**src/rtl/instr_fetch.sv**
```systemverilog
// instr_fetch: PC, single-outstanding imem fetch, IF/ID holding buffer with redirect flush.
// Define FETCH_SKID_EN to widen the holding buffer to a 2-entry FIFO.
module instr_fetch #(
  parameter logic [31:0] RESET_PC = 32'h0000_3000
) (
  input  logic        clk,
  input  logic        rst_n,
  output logic        imem_req_valid,
  output logic [31:0] imem_req_addr,
  input  logic        imem_req_ready,
  input  logic        imem_rsp_valid,
  input  logic [31:0] imem_rsp_data,
  input  logic        redirect_valid,
  input  logic [31:0] redirect_pc,
  input  logic        id_ready,
  output logic        id_valid,
  output logic [31:0] id_instr,
  output logic [31:0] id_pc,
  output logic [31:0] id_pc4,
  output logic [5:0]  id_opcode,
  output logic [5:0]  id_funct,
  output logic        misalign
);
  typedef enum logic [1:0] {REQ, WAIT, DROP} state_t;
  typedef struct packed {
    logic [31:0] instr;
    logic [31:0] pc;
    logic [31:0] pc4;
  } ent_t;
  state_t      state, state_nx;
  logic [31:0] pc, addr_q;
  logic        full, pop, push, accept, outstanding;
  ent_t        head, ent_in;
  assign pop            = id_valid & id_ready;
  assign accept         = imem_req_valid & imem_req_ready;
  assign push           = (state == WAIT) & imem_rsp_valid & !redirect_valid;
  assign ent_in         = '{instr: imem_rsp_data, pc: addr_q, pc4: addr_q + 32'd4};
  assign imem_req_valid = rst_n & (state == REQ) & (!full | pop);
  assign imem_req_addr  = {pc[31:2], 2'b00};
  // a response landing in the redirect cycle retires the outstanding request
  assign outstanding    = (state != REQ) & !imem_rsp_valid;
  assign id_instr       = head.instr;
  assign id_pc          = head.pc;
  assign id_pc4         = head.pc4;
  assign id_opcode      = head.instr[31:26];
  assign id_funct       = head.instr[5:0];
  always_comb begin
    state_nx = state;
    if (redirect_valid)
      state_nx = (outstanding | accept) ? DROP : REQ;
    else if (state == REQ)
      state_nx = accept ? WAIT : REQ;
    else
      state_nx = imem_rsp_valid ? REQ : state;
  end
  always_ff @(posedge clk or negedge rst_n) begin
    if (!rst_n) begin
      state    <= REQ;
      pc       <= RESET_PC;
      addr_q   <= '0;
      misalign <= 1'b0;
    end else begin
      state    <= state_nx;
      misalign <= redirect_valid & |redirect_pc[1:0];
      if (redirect_valid)
        pc <= {redirect_pc[31:2], 2'b00};
      else if (accept)
        pc <= pc + 32'd4;
      if (accept)
        addr_q <= imem_req_addr;
    end
  end
`ifdef FETCH_SKID_EN
  logic [1:0] cnt;
  ent_t       e0, e1;
  assign full     = cnt == 2'd2;
  assign id_valid = cnt != 2'd0;
  assign head     = e0;
  always_ff @(posedge clk or negedge rst_n) begin
    if (!rst_n) begin
      cnt <= 2'd0;
      e0  <= '0;
      e1  <= '0;
    end else begin
      cnt <= redirect_valid ? 2'd0 : cnt + 2'(push) - 2'(pop);
      if (pop)
        e0 <= e1;
      if (push) begin
        if (cnt == 2'd0 || (cnt == 2'd1 && pop))
          e0 <= ent_in;
        else
          e1 <= ent_in;
      end
    end
  end
`else
  logic vld;
  ent_t e0;
  assign full     = vld;
  assign id_valid = vld;
  assign head     = e0;
  always_ff @(posedge clk or negedge rst_n) begin
    if (!rst_n) begin
      vld <= 1'b0;
      e0  <= '0;
    end else begin
      vld <= !redirect_valid & (push | (vld & !pop));
      if (push)
        e0 <= ent_in;
    end
  end
`endif
endmodule

```
**config.mk**
```make
export PLATFORM = sky130hd
export DESIGN_NAME = instr_fetch
export DESIGN_NICKNAME = d
export VERILOG_FILES = /design/src/rtl/instr_fetch.sv
export SDC_FILE = /design/constraint.sdc
export NUM_CORES = 1
export LEC_CHECK = 0
export BUFFER_PORTS_ARGS = -buffer_cell sky130_fd_sc_hd__buf_2
export CAP_MARGIN = 20
export CORE_ASPECT_RATIO = 1.1
export CORE_MARGIN = 2
export CORE_UTILIZATION = 30
export DETAILED_ROUTE_END_ITERATION = 7
export GPL_ROUTABILITY_DRIVEN = 0
export PLACE_DENSITY = 0.55
export SYNTH_ARGS = -nofsm -noshare
export SYNTH_HDL_FRONTEND = slang
export SYNTH_SLANG_ARGS = --single-unit
```
**constraint.sdc**
```tcl
create_clock -name clk -period 2.57 [get_ports clk]
set_input_delay 0.1285 -clock clk [delete_from_list [all_inputs] [get_ports clk]]
set_output_delay 0.1285 -clock clk [all_outputs]
set_load 0.02 [all_outputs]
```
==> flow_metrics.py, run 1 <==
metrics = {
    "clock_tree": {
        "clk_pin_slew_ps": 70,
        "cts.path.max_buffers": 2,
        "htreeDepth": 4,
        "cts_setup_buffers": 0,
        "cts_sinks": 156,
        "tritoncts": "built",
        "numCtsBuffers": 17,
        "clockRootBuffer": "clkbuf_16",
        "clock_latency_ps": 430,
    },
    "sta": {
        "period_share_pct": 73.0,
        "fmax_ghz": 0.533,
        "hold_viol": 0,
        "tns_ps": 0,
        "setup_viol": 0,
        "skew_ps": 10.3,
        "slew_headroom_pct": 44.8,
        "rsz0062_at_grt": "no",
        "whs_ps": 44.8,
        "worst_pin_slew_ps": 828,
        "period_needed_ps": 1880,
        "layout_setup_ws_ps": 695,
        "slew_violations": 0,
    },
    "routing": {
        "num_vias": 6073,
        "route.detailed.drc": 0,
        "wirelength_um": 20400,
        "vias_per_cell": 4.43,
        "postRouteAntennaNets": 0,
        "drt_first_pass_iters": 4,
        "wl_per_cell_um": 14.9,
        "drt_first_iter_violations": 222,
    },
    "run_status": {
        "status": "finished, final reports clean",
    },
    "logic_synthesis": {
        "yosys.cell_types.count": 48,
        "synthAdderAreaFrac_pct": 0.350,
        "ys_ff_latch": 156,
        "yosys_warnings": 0,
        "async_reset_ff_share_pct": 100,
        "synth_flop_cell": "dfrtp_1",
        "synth-xor-area-share_pct": 6.49,
        "synth_top_area_share_pct": 53.8,
        "syn_area_mm2": 0.00716,
        "synth_compound_area_share_pct": 4.90,
        "syn_area_per_cell_um2": 8.93,
        "synth.area.mux_share_pct": 0.297,
        "synth_area_leader_cell": "dfrtp_1",
        "synth_top_family_by_area": "simple AND/OR/NAND/NOR gates",
        "netlist_instances": 801,
        "synth-simple-area-share_pct": 29.3,
        "yosysSeqAreaShare_pct": 54.6,
        "synthTopCellsByArea": "dfrtp_1, nand2_1, xor2_1, o21ai_0, xnor2_1",
        "synth_edf_count": 0,
    },
    "worst_setup_path": {
        "end_kind": "flip-flop",
        "r2r_slack_ps": 690,
        "crit_slowest_cell": "dfrtp_1",
        "cp.arrival_ps": 2230,
        "critPathMaxStageDelay_ps": 550,
        "worstPathRequired_ps": 2920,
        "crit_type": "flip-flop to flip-flop",
        "cp_top_family": "simple AND/OR/NAND/NOR gates",
        "crit_fanout": 7,
        "startpoint_type": "flip-flop",
        "crit_buf_inv": 0,
        "path_cells": "nand4_1, nor4_1, nand2_1, or3_1, a31oi_1",
    },
    "power": {
        "p_leak_uw": 0.00492,
        "intPower_uw": 5590,
        "p_per_area_mw_per_mm2": 889,
        "ir_drop_mv": 0.400,
        "switching_share_pct": 35.4,
        "clkPwrFrac_pct": 31.7,
        "p_seq_share_pct": 41.6,
        "p_sw_uw": 3070,
        "p_comb_share_pct": 26.7,
    },
    "die": {
        "die_area_mm2": 0.0251,
        "rows": 59,
        "die_h_um": 166,
        "start_util_pct": 30.4,
        "die_w_um": 151,
        "io_pins": 213,
        "core_mm2": 0.0235,
    },
    "hold_path": {
        "hp-class": "primary input to flip-flop",
    },
    "global_route": {
        "track_usage_pct": 16.6,
        "grt_antenna_before_repair": 0,
        "grt_first_pass_wirelength_um": 32400,
        "first_global_vias": 5972,
        "grt_max_degree": 145,
        "overflow": 0,
    },
    "placed_design": {
        "detailed_place.area_mm2": 0.00845,
        "dp.cells": 1275,
        "post-place-ws_ps": 699,
        "numPortBuffers": 206,
        "dp_hpwl_um": 14300,
    },
    "final_layout": {
        "layout.cells.non_filler": 1372,
        "diodes": 0,
        "fillers": 2357,
        "final_nets": 1126,
        "drive_gt1_share_pct": 25.7,
        "area_growth_pct": 36.1,
        "fin_area_mm2": 0.00974,
    },
    "run": {
        "drv_cap": 0,
    },
}
timing repair:
action,CTS,global route
endpoints found under the hold margin,75,0
gates resized for setup,0,0
setup endpoints to repair,0,0
hold buffers,65,0
power by group through the flow:
stage / clock network (uW) / logic [uW] / registers, uW
final: 2740 / 2320 / 3600
after global routing: 2930 / 2570 / 3710
after CTS: 2830 / 2350 / 3610
after detailed placement: 0 / 2270 / 3660
after global placement: 0 / 2260 / 3630
after floorplan: 0 / 826 / 4160
state kept, by name, summed over array words and instances (netlist names):
| name | flops |
|---|---|
| misalign | 1 |
| pc | 30 |
| addr_q | 30 |
| id_pc | 30 |
| id_instr | 32 |
| state | 2 |
| id_valid | 1 |
| id_pc4 | 30 |
per-layer routing:
| layer | track usage (%) | wire length [um] | part of all wire (%) | up-vias |
|---|---|---|---|---|
| met3 | 3.71 | 1050 | 5.1 | 23 |
| li1 | - | - | - | 3096 |
| met2 | 26.4 | 9490 | 47 | 167 |
| met5 | 0 | 0 | 0 | - |
| met1 | 22.7 | 9540 | 47 | 2787 |
| met4 | 5.16 | 333 | 1.6 | 0 |
worst reg2reg max path, cell delays in order, from the launching register on:
cell	delay (ps)
dfrtp_1	550
nand4_1	270
nor4_1	420
nand2_1	110
or3_1	310
a31oi_1	160
final timing paths:
kind,start,endpoint,depth (start not counted)
max in group asynchronous,rst_n,id_pc[10],3
min in group asynchronous,rst_n,state[1],2
min,imem_rsp_valid,state[1],3
min reg2reg,id_instr[13],id_instr[13],2
max reg2reg,pc[24],pc[31],5
max,pc[24],pc[31],5
layout make-up:
| cell class | instances | area, um2 | area share [%] |
|---|---|---|---|
| sequential | 156 | 3910 | 40.1 |
| multi-input combinational | 592 | 3000 | 30.7 |
| timing repair buffer | 283 | 1800 | 18.5 |
| clock buffer | 20 | 457 | 4.69 |
| tap | 305 | 382 | 3.92 |
| clock inverter | 12 | 184 | 1.89 |
| inverter | 4 | 15.0 | 0.154 |
Yosys cell counts (all sizes together), types with 2 or more instances:
library cell,n
o21ai,59
or2,2
nand3,29
nand4,17
a21oi,2
o31ai,2
clkbuf,34
nand2b,2
ha,2
inv,3
dfrtp,154
or3,3
or4,2
nor4,6
xor2,35
xnor2,18
and3,11
and4,6
a31oi,3
buf,20
and2,4
dfstp,2
nor2,14
nand2,351
nor3,9
placed cells by master (no fill, tap or decap), types with 3 or more instances in the layout:
master / synthesis / final
o21ai_1: 11 / 11
xnor2_1: 18 / 18
nor4_2: 4 / 4
conb_1: 1 / 6
nor2_1: 13 / 13
inv_6: 0 / 4
nor3_1: 3 / 3
nand2_1: 351 / 351
nor3_2: 6 / 6
clkbuf_16: 0 / 17
inv_1: 3 / 3
o21ai_0: 47 / 47
and3_1: 11 / 10
a31oi_1: 3 / 3
and4_1: 6 / 6
bufinv_16: 0 / 4
dfrtp_1: 154 / 154
and2_1: 4 / 4
dlygate4sd3_1: 0 / 65
nand3_1: 28 / 27
nand4_1: 15 / 15
buf_2: 2 / 205
xor2_1: 35 / 35
buf_4: 18 / 10
cells by family after synthesis:
kind of cell,Yosys count
fa+ha+maj,2
compound gates,67
other cells,1
simple gates,462
mux,2
flops,156
xor+xnor,53
buf+inv,58
per-stage QoR:
step / total power, uW / utilization (%)
floorplan: 4990 / -
global placement: 5890 / 35.9
detailed placement: 5920 / 35.9
global route: 9200 / 41.4
CTS: 8790 / 41.4
finish: 8660 / 41.4
Power figures use the tool's default switching activity.
==> run 2, diff against run 1 <==
Clock period 2.57 ns to 1.8 ns, I/O delays scaled along.
==> run 2 against run 1 <==
Compared with the run above: flip-flop and latch count unchanged; non-clock buffer count up 41; final area up 3.9%; via count up 3.2%.
==> flow_metrics.py, run 2 (synthesis gave the netlist of run 1 again) <==
metrics = {
    "run_status": {
        "status": "finished, final reports clean",
    },
    "worst_setup_path": {
        "crit_fanout": 6,
        "r2r_start": "pc[12]",
        "crit_type": "flip-flop to flip-flop",
        "path_depth": 5,
        "cp.arrival_ps": 2050,
        "path_cells": "and3_1, and2b_2, nand3_4, or4_1, a31oi_1",
        "end_kind": "flip-flop",
        "critPathMaxStageDelay_ps": 570,
        "critical_path.startpoint": "pc[12]",
        "reg2reg_depth": 5,
        "cp_top_family": "simple AND/OR/NAND/NOR gates",
        "r2r_slack_ps": 100,
        "worstPathRequired_ps": 2140,
        "crit_buf_inv": 0,
        "startpoint_type": "flip-flop",
        "rr_endpoint": "pc[29]",
        "crit_slowest_cell": "dfstp_2",
        "crit_end": "pc[29]",
    },
    "sta": {
        "slew_headroom_pct": 49.3,
        "period_share_pct": 94.6,
        "tns_ps": 0,
        "hold_viol": 0,
        "worst_pin_slew_ps": 760,
        "fmax_ghz": 0.587,
        "slew_violations": 0,
        "setup_viol": 0,
        "skew_ps": 7.87,
        "period_needed_ps": 1700,
    },
    "routing": {
        "vias_per_cell": 4.44,
        "route.detailed.drc": 0,
        "wl_per_cell_um": 14.6,
        "postRouteAntennaNets": 0,
        "drt_first_iter_violations": 283,
        "num_vias": 6270,
        "wirelength_um": 20600,
        "drt_first_pass_iters": 4,
    },
    "power": {
        "p_comb_share_pct": 28.8,
        "p_leak_uw": 0.00514,
        "clkPwrFrac_pct": 31.0,
        "intPower_uw": 8110,
        "p_per_area_mw_per_mm2": 1230,
        "p_seq_share_pct": 40.1,
        "p_sw_uw": 4370,
        "ir_drop_mv": 0.663,
        "switching_share_pct": 35.0,
    },
    "clock_tree": {
        "tritoncts": "built",
        "cts.path.max_buffers": 2,
        "htreeDepth": 4,
        "numCtsBuffers": 17,
        "clk_pin_slew_ps": 60,
        "clockRootBuffer": "clkbuf_16",
        "cts_sinks": 156,
        "clock_latency_ps": 420,
    },
    "global_route": {
        "track_usage_pct": 16.6,
        "first_global_vias": 6080,
        "overflow": 0,
        "grt_antenna_before_repair": 0,
        "grt_first_pass_wirelength_um": 32700,
        "grt_max_degree": 143,
    },
    "die": {
        "die_area_mm2": 0.0251,
        "die_h_um": 166,
        "core_mm2": 0.0235,
        "rows": 59,
        "io_pins": 213,
        "start_util_pct": 30.4,
        "die_w_um": 151,
    },
    "hold_path": {
        "min_delay_path_depth": 3,
        "hp-class": "primary input to flip-flop",
    },
    "run": {
        "drv_cap": 0,
    },
    "final_layout": {
        "final_common_cell": "nand2_1",
        "diodes": 0,
        "most-common-layout-cells": "nand2_1, buf_2, dfrtp_1",
        "final_util_pct": 43.0,
        "drive_gt1_share_pct": 28.9,
        "area_growth_pct": 41.5,
        "fillers": 2362,
        "largest_reg_flops": 32,
        "final_nets": 1167,
    },
    "placed_design": {
        "numPortBuffers": 206,
        "dp_hpwl_um": 14700,
    },
}
## run 2: what timing repair did
item / CTS / global route
buffers inserted: 0 / 0
endpoints found under the setup margin: 0 / 8
hold endpoints to repair: 220 / 0
hold buffers: 66 / 0
resized for setup: 0 / 8
## run 2: power by group through the flow
stage                     Combinational [uW]  Sequential, uW  Clock, uW
after global placement                  3510            5040          0
after CTS                               3650            5010       3990
after detailed placement                3530            5080          0
final                                   3600            5010       3870
after floorplan                         1180            5940          0
after global routing                    3980            5130       4150
## run 2: metrics by stage
stage,power (uW),cells,cell area [um2],setup slack [ps],hold slack [ps]
floorplan,7120,806,7180,80.0,-206
global placement,8550,1315,8800,128,134
detailed placement,8610,1315,8800,83.4,132
CTS,12600,1412,10100,55.4,63.2
global route,13300,1412,10100,-8.75,140
finish,12500,1412,10100,96.6,81.8
## run 2: worst reg2reg max path: stages (launching register included)
cell and delay [ps]:
dfstp_2 570, and3_1 180, and2b_2 190, nand3_4 110
or4_1 410, a31oi_1 180
## run 2: area by class of cell
class | instances | area, um2 | area share (%)
clock inverter | 12 | 188 | 1.85
timing repair buffer | 324 | 2160 | 21.4
sequential | 156 | 3910 | 38.6
multi-input combinational | 592 | 3020 | 29.8
clock buffer | 19 | 453 | 4.47
inverter | 4 | 15.0 | 0.148
tap | 305 | 382 | 3.77
## run 2: worst min-delay path by stage
stage               startpoint          to  slack (ps)
global route          id_ready    id_valid         140
floorplan                rst_n  addr_q[10]        -210
detailed placement       rst_n      pc[19]         130
global placement         rst_n      pc[19]         130
CTS                   id_ready    id_valid          60
finish                id_ready    id_valid          80
## run 2: per-layer routing
layer / part of all wire [%] / global-route usage [%]
met1: 47 / 22.8
met2: 46 / 26.2
met3: 5.0 / 3.05
met4: 1.9 / 5.69
met5: 0 / 0
==> run 3, diff against run 2 <==
Settings changed: CORE_UTILIZATION 30 to 52, PLACE_DENSITY 0.55 to 0.84.
==> run 3 against run 2 <==
Compared with the run above: combinational power is 2% higher; sequential power increased by 1%; setup slack worse by 180 ps; critical path depth up 1; highest routed layer unchanged; clock skew up 1.3 ps; the flow now finishes with violations (setup timing); critical endpoint is now pc[21]; non-clock buffer count fell by 4; count of clock-buffer cells in the layout grew 5; die area shrank 41%; cell count down 8.9%; total power increased by 1.3%; core utilization grew 32 points; largest power group unchanged.
==> flow_metrics.py, run 3 (synthesis gave the netlist of run 1 again) <==
metrics = {
    "run_status": {
        "status": "finished, violations left",
        "violations": "setup timing",
    },
    "clock_tree": {
        "clk_pin_slew_ps": 60,
        "htreeDepth": 4,
        "tritoncts": "built",
        "cts_sinks": 156,
        "clockRootBuffer": "clkbuf_16",
        "cts.path.max_buffers": 2,
        "clock_latency_ps": 430,
        "numCtsBuffers": 17,
    },
    "final_layout": {
        "drive_gt1_share_pct": 28.8,
        "fillers": 933,
        "layout.area.seq_mm2": 0.00391,
        "final_util_pct": 74.6,
        "final_nets": 1163,
        "most-common-layout-cells": "nand2_1, buf_2, dfrtp_1",
        "final_common_cell": "nand2_1",
        "largest_reg_flops": 32,
        "multiInputGateArea_mm2": 0.00306,
        "area_growth_pct": 38.9,
        "layout.cells.non_filler": 1287,
        "diodes": 0,
    },
    "die": {
        "core_mm2": 0.0133,
        "die_w_um": 116,
        "io_pins": 213,
        "die_h_um": 127,
        "rows": 44,
        "die_area_mm2": 0.0147,
        "start_util_pct": 53.7,
    },
    "worst_setup_path": {
        "crit_type": "flip-flop to flip-flop",
        "end_kind": "flip-flop",
        "r2r_slack_ps": -80,
        "startpoint_type": "flip-flop",
        "rr_endpoint": "pc[21]",
        "crit_end": "pc[21]",
        "cp.arrival_ps": 2190,
        "r2r_start": "pc[3]",
        "critical_path.startpoint": "pc[3]",
        "reg2reg_depth": 6,
        "worstPathRequired_ps": 2110,
        "crit_fanout": 6,
    },
    "global_route": {
        "first_global_vias": 6675,
        "overflow": 0,
        "track_usage_pct": 29.4,
        "grt_max_degree": 71,
        "grt_first_pass_wirelength_um": 33400,
        "grt_antenna_before_repair": 0,
    },
    "routing": {
        "route.detailed.drc": 0,
        "num_vias": 6758,
        "drt_first_pass_iters": 4,
        "wirelength_um": 21400,
        "vias_per_cell": 5.25,
        "drt_first_iter_violations": 465,
        "postRouteAntennaNets": 0,
        "wl_per_cell_um": 16.6,
    },
    "sta": {
        "setup_viol": 4,
        "slew_violations": 0,
        "fmax_ghz": 0.532,
        "period_needed_ps": 1880,
        "layout_setup_ws_ps": -79.5,
        "rsz0062_at_grt": "yes",
        "skew_ps": 9.15,
        "slew_headroom_pct": 42.3,
        "period_share_pct": 104,
        "whs_ps": 16.5,
        "worst_pin_slew_ps": 866,
        "tns_ps": -229,
        "hold_viol": 0,
    },
    "power": {
        "p_per_area_mw_per_mm2": 1270,
        "p_leak_uw": 0.00515,
        "ir_drop_mv": 0.650,
        "total_power_uw": 12600,
    },
    "hold_path": {
        "hp-class": "primary input to flip-flop",
        "hold_start": "imem_rsp_valid",
    },
    "run": {
        "drv_cap": 0,
    },
    "placed_design": {
        "dp_hpwl_um": 13200,
        "numPortBuffers": 206,
        "dp.cells": 1186,
    },
}
[run 3: stage by stage]
stage | worst slack, ps | instance area (um2)
2_1_floorplan | 80.0 | 7180
3_3_place_gp | 130 | 8540
3_5_place_dp | 44.1 | 8540
4_1_cts | 31.8 | 9850
5_1_grt | -112 | 9940
6_report | -79.5 | 9940
[run 3: how the worst min path moves through the flow]
stage	end	cells after the start	slack, ps
final	state[1]	3	20
after detailed placement	pc[14]	2	120
after global placement	pc[14]	2	120
after floorplan	addr_q[10]	0	-210
after CTS	state[1]	3	6
after global routing	state[1]	3	50
[run 3: worst max-delay path, stage by stage (launching register included)]
cell and delay (ps):
dfrtp_2 410, nand4_1 290, buf_4 250, or3_4 390
nor4_4 180, xnor2_1 160, o21ai_1 70
[run 3: routing by layer]
metal / GRT usage [%] / share of wire (%)
met1: 35.1 / 40
met2: 49.3 / 49
met3: 7.54 / 8.0
met4: 14.2 / 3.2
met5: 0 / 0
[run 3: area by class of cell]
class / instances / share of cell area (%)
well taps: 184 / 2.32
flip-flops and latches: 156 / 39.3
multi-input cells: 592 / 30.8
inverters: 4 / 0.151
clock inverters: 7 / 1.61
clock buffers: 24 / 4.84
repair buffers: 320 / 21.0
[run 3: power by group]
group	switching, uW	total (uW)	internal [uW]
Clock	1340	3900	2560
Sequential	669	5060	4400
Combinational	2370	3680	1310
Total	4380	12600	8270
[run 3: timing repair]
item / in CTS / in global routing
hold buffers: 66 / 0
pin swaps: 0 / 11
resized for setup: 1 / 17
setup buffers: 0 / 4
endpoints found under the setup margin: 1 / 15
endpoints found under the hold margin: 217 / 0
